[config.mk]
export PLATFORM = sky130hd
export DESIGN_NAME = instr_fetch
export DESIGN_NICKNAME = d
export VERILOG_FILES = /design/src/rtl/instr_fetch.sv
export SDC_FILE = /design/constraint.sdc
export NUM_CORES = 1
export LEC_CHECK = 0
export ABC_AREA = 1
export CORE_MARGIN = 1
export CORE_UTILIZATION = 45
export CTS_BUF_LIST = sky130_fd_sc_hd__clkbuf_4
export DETAILED_ROUTE_END_ITERATION = 10
export PLACE_DENSITY = 0.77
export SLEW_MARGIN = 40
export SYNTH_ARGS = -nofsm -noshare
export SYNTH_HDL_FRONTEND = slang
export SYNTH_SLANG_ARGS = --single-unit
[constraint.sdc]
create_clock -name clk -period 5 [get_ports clk]
set_input_delay 1.25 -clock clk [delete_from_list [all_inputs] [get_ports clk]]
set_output_delay 1.25 -clock clk [all_outputs]
set_load 0.1 [all_outputs]
[src/rtl/instr_fetch.sv]
// rtl/instr_fetch.sv - single-issue instruction fetch with one-entry skid buffer,
// redirect/squash handling and jump-target operand outputs.
module instr_fetch #(
  parameter logic [31:0] RESET_PC = 32'h0000_0000
) (
  input  logic        clk,
  input  logic        rst_n,
  output logic        imem_req,
  output logic [31:0] imem_addr,
  input  logic        imem_ack,
  input  logic [31:0] imem_rdata,
  output logic [31:0] instr,
  output logic [31:0] instr_pc,
  output logic        instr_valid,
  input  logic        dec_stall,
  output logic [27:0] jump_index,
  output logic [3:0]  pc_hi,
  input  logic        redirect,
  input  logic [31:0] redirect_target
);

  typedef enum logic [1:0] {IDLE, FETCH, HOLD} state_e;

  state_e      state_q, state_d;
  logic [31:0] fetch_pc_q, fetch_pc_d;
  logic [31:0] pend_pc_q, pend_pc_d;
  logic [31:0] instr_q, instr_d;
  logic [31:0] instr_pc_q, instr_pc_d;
  logic        valid_q, valid_d;
  logic        squash_q, squash_d;
  logic [31:0] skid_q, skid_d;
  logic [31:0] skid_pc_q, skid_pc_d;

  logic        req;
  logic        ack;
  logic [31:0] redir_pc;

  assign req      = (state_q == FETCH);
  assign ack      = req && imem_ack;
  assign redir_pc = redirect_target & ~32'h3;

  always_ff @(posedge clk or negedge rst_n) begin
    if (!rst_n) begin
      state_q    <= IDLE;
      fetch_pc_q <= RESET_PC;
      pend_pc_q  <= 32'h0;
      instr_q    <= 32'h0;
      instr_pc_q <= 32'h0;
      valid_q    <= 1'b0;
      squash_q   <= 1'b0;
      skid_q     <= 32'h0;
      skid_pc_q  <= 32'h0;
    end else begin
      state_q    <= state_d;
      fetch_pc_q <= fetch_pc_d;
      pend_pc_q  <= pend_pc_d;
      instr_q    <= instr_d;
      instr_pc_q <= instr_pc_d;
      valid_q    <= valid_d;
      squash_q   <= squash_d;
      skid_q     <= skid_d;
      skid_pc_q  <= skid_pc_d;
    end
  end

  always_comb begin
    state_d    = state_q;
    fetch_pc_d = fetch_pc_q;
    pend_pc_d  = pend_pc_q;
    instr_d    = instr_q;
    instr_pc_d = instr_pc_q;
    valid_d    = valid_q;
    squash_d   = squash_q;
    skid_d     = skid_q;
    skid_pc_d  = skid_pc_q;

    if (redirect) begin
      // An in-flight request cannot be withdrawn: remember the target and drop its ack.
      state_d = FETCH;
      valid_d = 1'b0;
      if (ack || !req) begin
        fetch_pc_d = redir_pc;
        squash_d   = 1'b0;
      end else begin
        pend_pc_d = redir_pc;
        squash_d  = 1'b1;
      end
    end else begin
      case (state_q)
        IDLE: state_d = FETCH;
        FETCH: begin
          if (valid_q && !dec_stall) valid_d = 1'b0;
          if (ack) begin
            if (squash_q) begin
              fetch_pc_d = pend_pc_q;
              squash_d   = 1'b0;
            end else begin
              fetch_pc_d = fetch_pc_q + 32'd4;
              if (!valid_q || !dec_stall) begin
                instr_d    = imem_rdata;
                instr_pc_d = fetch_pc_q;
                valid_d    = 1'b1;
              end else begin
                skid_d    = imem_rdata;
                skid_pc_d = fetch_pc_q;
                state_d   = HOLD;
              end
            end
          end
        end
        HOLD: begin
          if (!dec_stall) begin
            instr_d    = skid_q;
            instr_pc_d = skid_pc_q;
            state_d    = FETCH;
          end
        end
        default: state_d = IDLE;
      endcase
    end
  end

  assign imem_req    = req;
  assign imem_addr   = fetch_pc_q;
  assign instr       = instr_q;
  assign instr_pc    = instr_pc_q;
  assign instr_valid = valid_q;
  assign jump_index  = {instr_q[25:0], 2'b00};
  // instr_pc is word aligned, so +4 carries into bit 28 exactly when bits [27:2] are all ones.
  assign pc_hi       = instr_pc_q[31:28] + {3'b000, &instr_pc_q[27:2]};

endmodule

# After elaboration in Yosys (flattened, before gate mapping)
# Index checks and enable logic that the tools add are counted.
# totals
reg_bits	194
latch_bits	0
inputBits	69
mem_bits_ro	0
output_inout_bits	130
n_memories	0
word_cells	75
mem_bits_rw	0
# op_classes
reduce_logical	18
addsub	2
n_div	0
multipliers	0
bitwise	4
eq_ne	11
n_lt_le_gt_ge	0
muxes	31
shift	0
# op_table
operator	count
32-bit two-way mux	13
32-bit one-hot mux with 2 select lines	2
32-bit by 3-bit adder with 32-bit output (second input constant)	1
26-bit AND reduction	1
1-bit two-way mux	10
2-bit two-way mux	5
3-bit != test (second input constant)	3
2-bit by 1-bit != test with 1-bit output (second input constant)	3
2-bit one-hot mux with 3 select lines	1
6-bit AND reduction	1
2-bit nonzero test	3
5-bit AND reduction	1
4-bit by 1-bit adder with 4-bit output	1
2-bit != test (second input constant)	2
1-bit inverter	4
2-bit AND reduction	2
4-bit AND reduction	1
1-bit zero test	3
3-bit by 2-bit != test with 1-bit output (second input constant)	1
3-bit AND reduction	1
2-bit by 1-bit == test with 1-bit output (second input constant)	1
2-bit == test (second input constant)	1
1-bit logical AND	2
2-bit zero test	1
1-bit logical OR	2

# Longest topological paths before layout
# depth
word_depth	8
depth_mapped	11

# Worst setup path before layout
# Ideal clock, no wire load.
# synth_path
kind	flip-flop to output port
startpoint	register instr_pc_q[15] (netlist: instr_pc[15])
endpoint	output port pc_hi[2]
n_path_buf	0
required_time_ns	3.750
path_stages_with_launch	8
t_arrival_ns	3.327
path_slack_ns	0.423
cell_sequence	dfrtp_1 inv_1 nor4_1 nand4_1 nor2_1 ha_1 ha_1 xor2_1
# synth_between
elab_chain_cells	2
# synth_rtl
element	line_no	text
start, declared	28	logic [31:0] instr_pc_q, instr_pc_d;
start signal, assigned	58	instr_pc_q <= instr_pc_d;
26-bit AND reduction	130	assign pc_hi = instr_pc_q[31:28] + {3'b000, &instr_pc_q[27:2]};
4-bit by 1-bit adder with 4-bit output	130	
end, declared	17	output logic [3:0] pc_hi,
# Every way passes these cells.

# Worst setup path in the final report
# layout_path
startpoint	register instr_pc_q[10] (netlist: instr_pc[10])
endpoint	output port pc_hi[2]
# The elaborated chain is that of the path after synthesis.

==> impl_metrics.prom <==
# TYPE chip_impl_metric gauge
chip_impl_metric{name="detail_route.iter0.violations",unit=""} 564
chip_impl_metric{name="post_cts_resize_count",unit=""} 0
chip_impl_info{name="root_buffer",value="sky130_fd_sc_hd__clkbuf_4"} 1
chip_impl_metric{name="cts_max_level",unit=""} 4
chip_impl_metric{name="worst_setup_hold_path_clk_slew",unit="ns"} 0.16
chip_impl_metric{name="ys_types",unit=""} 33
chip_impl_metric{name="intPower",unit="mW"} 2.58
chip_impl_info{name="setup.worst_path.class",value="flop to output port"} 1
chip_impl_metric{name="dpl-instance-area",unit="um^2"} 10600
chip_impl_metric{name="combPwrFrac",unit="%"} 46.9
chip_impl_metric{name="io_pins",unit=""} 199
chip_impl_metric{name="seq_power_share",unit="%"} 37.3
chip_impl_info{name="unrepaired_setup_endpoints_after_global_routing",value="no"} 1
chip_impl_metric{name="first_global_vias",unit=""} 7339
chip_impl_metric{name="period_needed",unit="ns"} 3.84
chip_impl_metric{name="setup_viol",unit=""} 0
chip_impl_info{name="ys_dominant_reg_cell",value="sky130_fd_sc_hd__dfrtp_1"} 1
chip_impl_metric{name="layout.filler_cells",unit=""} 2017
chip_impl_metric{name="routed_vias",unit=""} 8181
chip_impl_info{name="hold_path.class",value="flop to flop"} 1
chip_impl_metric{name="grt_overflow",unit=""} 0
chip_impl_metric{name="gr-usage-all-layers",unit="%"} 21.7
chip_impl_metric{name="ir_worst_vdd",unit="mV"} 0.202
chip_impl_metric{name="maxSlewViolCount",unit=""} 0
chip_impl_metric{name="post_synth_inst_count",unit=""} 1217
chip_impl_metric{name="power.density_cell_area",unit="nW/um^2"} 507
chip_impl_metric{name="timing.critical_path.arrival",unit="ns"} 2.59
chip_impl_metric{name="max_slew.worst_pin.slew",unit="ns"} 0.773
chip_impl_metric{name="firstDrtPassIters",unit=""} 6
chip_impl_metric{name="multi_input_area",unit="um^2"} 3740
chip_impl_metric{name="dieHeight",unit="um"} 147
chip_impl_metric{name="drcViolationCount",unit=""} 0
chip_impl_metric{name="chipWidth",unit="um"} 147
chip_impl_metric{name="layout_skew",unit="ns"} 0.0172
chip_impl_metric{name="synthesis.area",unit="um^2"} 9460
chip_impl_metric{name="power.switching_fraction",unit="%"} 53.4
chip_impl_metric{name="seq_cells_post_synth",unit=""} 188
chip_impl_metric{name="cts.repair_timing.setup_buffer_count",unit=""} 0
chip_impl_metric{name="portBuffers",unit=""} 190
chip_impl_metric{name="std_cell_rows",unit=""} 52
chip_impl_metric{name="holdBufCountCts",unit=""} 0
chip_impl_info{name="outcome",value="complete, no violations"} 1
chip_impl_metric{name="area_added_between_synthesis_and_finish",unit="%"} 15.7
chip_impl_metric{name="start_util",unit="%"} 46.3
chip_impl_metric{name="grt_antenna_before_repair",unit=""} 1
chip_impl_metric{name="avgSynthCellArea",unit="um^2"} 7.77
chip_impl_metric{name="reg2reg_setup_slack",unit="ns"} 2.72
chip_impl_metric{name="per_cell_via_count_in_the_routed_design",unit=""} 5.03
chip_impl_metric{name="power.static_leakage",unit="nW"} 5.22
chip_impl_metric{name="synth_sequential_area_ratio",unit="%"} 49.7
chip_impl_metric{name="finalHoldViolCount",unit=""} 0
chip_impl_metric{name="clockBufferDepth",unit=""} 2
chip_impl_metric{name="critical_path_required",unit="ns"} 3.75
chip_impl_metric{name="cts.sink_count",unit=""} 188
chip_impl_metric{name="dp.final_hpwl",unit="um"} 15900
chip_impl_metric{name="clock_power_share",unit="%"} 15.8
chip_impl_metric{name="cts_made_buffers",unit=""} 17
chip_impl_metric{name="fmax",unit="MHz"} 261
chip_impl_metric{name="final.period_utilization",unit="%"} 76.7
chip_impl_metric{name="drive_above_1_share",unit="%"} 14.5
chip_impl_metric{name="clk-insertion-delay-late",unit="ns"} 0.59
chip_impl_metric{name="core",unit="um^2"} 20400
chip_impl_metric{name="detail_route.wirelength",unit="um"} 22900
chip_impl_metric{name="timing.slew.headroom",unit="%"} 48.5
chip_impl_metric{name="worstPathMaxFanout",unit=""} 2
chip_impl_metric{name="grt_first_pass_wirelength",unit="um"} 37200
chip_impl_metric{name="antenna_violating_nets_post_route",unit=""} 0
chip_impl_metric{name="pin_count_of_the_biggest_net_entering_global_routing",unit=""} 91
chip_impl_metric{name="p_switching",unit="mW"} 2.96
chip_impl_metric{name="final_cell_area",unit="um^2"} 10900
chip_impl_metric{name="async_reset_ff_share",unit="%"} 100
chip_impl_info{name="worstSetupEndpointType",value="output port"} 1
chip_impl_metric{name="final-seq-area",unit="um^2"} 4700
chip_impl_metric{name="synth-warning-count",unit=""} 0
chip_impl_metric{name="die_area",unit="um^2"} 21600
chip_impl_metric{name="finalWeightedCongestion",unit=""} 0.860
chip_impl_metric{name="number_of_enable_flip_flop_cells_after_synthesis",unit=""} 0
chip_impl_metric{name="final_net_count",unit=""} 1415
chip_impl_metric{name="maxCapViolations",unit=""} 0
chip_impl_info{name="clock_tree_from_tritoncts",value="built"} 1
chip_impl_metric{name="totalNegativeSetupSlack",unit="ns"} 0
chip_impl_metric{name="wire_length_per_cell",unit="um"} 14.1
chip_impl_info{name="setup.worst_path.start_class",value="flop"} 1
## cell usage after synthesis (all sizes together), types with 2 or more instances
| cell type | instances | area share [%] |
|---|---|---|
| xnor2 | 3 | 0.28 |
| buf | 69 | 5.2 |
| a21oi | 119 | 6.3 |
| o21a | 21 | 1.7 |
| a31oi | 3 | 0.20 |
| o22ai | 2 | 0.13 |
| xor2 | 3 | 0.28 |
| nor4 | 4 | 0.26 |
| dfrtp | 188 | 50 |
| inv | 123 | 4.9 |
| o21ai | 150 | 8.3 |
| ha | 3 | 0.40 |
| nand3 | 47 | 2.5 |
| nor2 | 117 | 4.9 |
| mux2 | 3 | 0.36 |
| nand4 | 4 | 0.26 |
| nand2 | 325 | 13 |
| clkbuf | 29 | 1.2 |
## path summary, 6_finish.rpt
path,endpoint,cells past startpoint,from
setup reg to reg,instr_pc[6],8,squash_q
hold / removal,skid_pc_q[11],2,skid_pc_q[11]
min in group asynchronous,skid_q[15],1,rst_n
setup / recovery,pc_hi[2],8,instr_pc[10]
hold reg to reg,skid_pc_q[11],2,skid_pc_q[11]
max in group asynchronous,instr_pc[21],2,rst_n
## critical path, stage by stage (launching register included)
cell                      delay, ns
sky130_fd_sc_hd__dfrtp_1       0.38
sky130_fd_sc_hd__inv_1         0.07
sky130_fd_sc_hd__nor4_1        0.31
sky130_fd_sc_hd__nand3_1       0.19
sky130_fd_sc_hd__nor2_1        0.22
sky130_fd_sc_hd__ha_1          0.21
sky130_fd_sc_hd__ha_1          0.17
sky130_fd_sc_hd__xor2_1        0.14
sky130_fd_sc_hd__buf_4         0.30
## layout by cell type (no fill, tap or decap), types with 9 or more instances in the layout
| master | instances |
|---|---|
| sky130_fd_sc_hd__inv_1 | 119 |
| sky130_fd_sc_hd__dfrtp_1 | 188 |
| sky130_fd_sc_hd__buf_4 | 10 |
| sky130_fd_sc_hd__a21oi_1 | 119 |
| sky130_fd_sc_hd__clkdlybuf4s50_1 | 64 |
| sky130_fd_sc_hd__o21ai_1 | 10 |
| sky130_fd_sc_hd__nand3_1 | 45 |
| sky130_fd_sc_hd__clkbuf_4 | 17 |
| sky130_fd_sc_hd__buf_2 | 122 |
| sky130_fd_sc_hd__nand2_1 | 323 |
| sky130_fd_sc_hd__nor2_1 | 111 |
| sky130_fd_sc_hd__o21a_1 | 21 |
| sky130_fd_sc_hd__o21ai_0 | 131 |
| sky130_fd_sc_hd__o21ai_2 | 9 |
## power groups by stage
stage          Clock, mW  Combinational [mW]  Sequential, mW
2_1_floorplan          0                1.03            3.25
3_3_place_gp           0                2.79            2.09
3_5_place_dp           0                2.61            2.10
4_1_cts            0.905                2.61            2.07
5_1_grt            0.965                2.74            2.11
6_report           0.875                2.60            2.07
## registers in the layout, indices dropped and copies added (netlist names)
signal       count
instr_valid      1
pend_pc_q       30
instr           32
skid_q          32
skid_pc_q       30
instr_pc        30
state_q          2
imem_addr       30
squash_q         1
## logic make-up after synthesis
family | count (synthesis) | synth area share [%]
and+or+nand+nor | 499 | 21.0
AOI/OAI and AO/OA | 296 | 16.7
buffers and inverters | 221 | 11.2
DFF | 188 | 49.7
xor gates and xnor gates | 6 | 0.556
adders and majority gates | 3 | 0.397
muxes | 3 | 0.357
other | 1 | 0.0396
## routing by layer
layer  global-route usage, %  up-vias  part of all wire (%)
met4                    6.55        0                   1.2
met1                    31.3     3777                    47
met5                       0        -                     0
met3                    2.92       20                   5.2
li1                        -     4104                     -
met2                    34.2      280                    46
## through the flow
step / hold WS [ns] / std cells / utilization (%) / setup slack (ns) / power, mW
2_1_floorplan: 0.453 / 1222 / - / 0.423 / 4.28
3_3_place_gp: 0.466 / 1594 / 55.1 / 1.32 / 4.88
3_5_place_dp: 0.473 / 1594 / 52.1 / 1.56 / 4.71
4_1_cts: 0.509 / 1626 / 53.5 / 1.05 / 5.59
5_1_grt: 0.525 / 1627 / 53.5 / 0.887 / 5.82
6_report: 0.505 / 1627 / 53.5 / 1.16 / 5.54
## area by class of cell
cell class / instances / share of cell area, %
diodes: 1 / 0.0229
clock buffers: 17 / 1.17
clock inverters: 15 / 1.48
inverters: 123 / 4.22
multi-input cells: 813 / 34.2
flip-flops and latches: 188 / 43.0
well taps: 270 / 3.09
repair buffers: 200 / 12.8
Power figures use the tool's default switching activity.
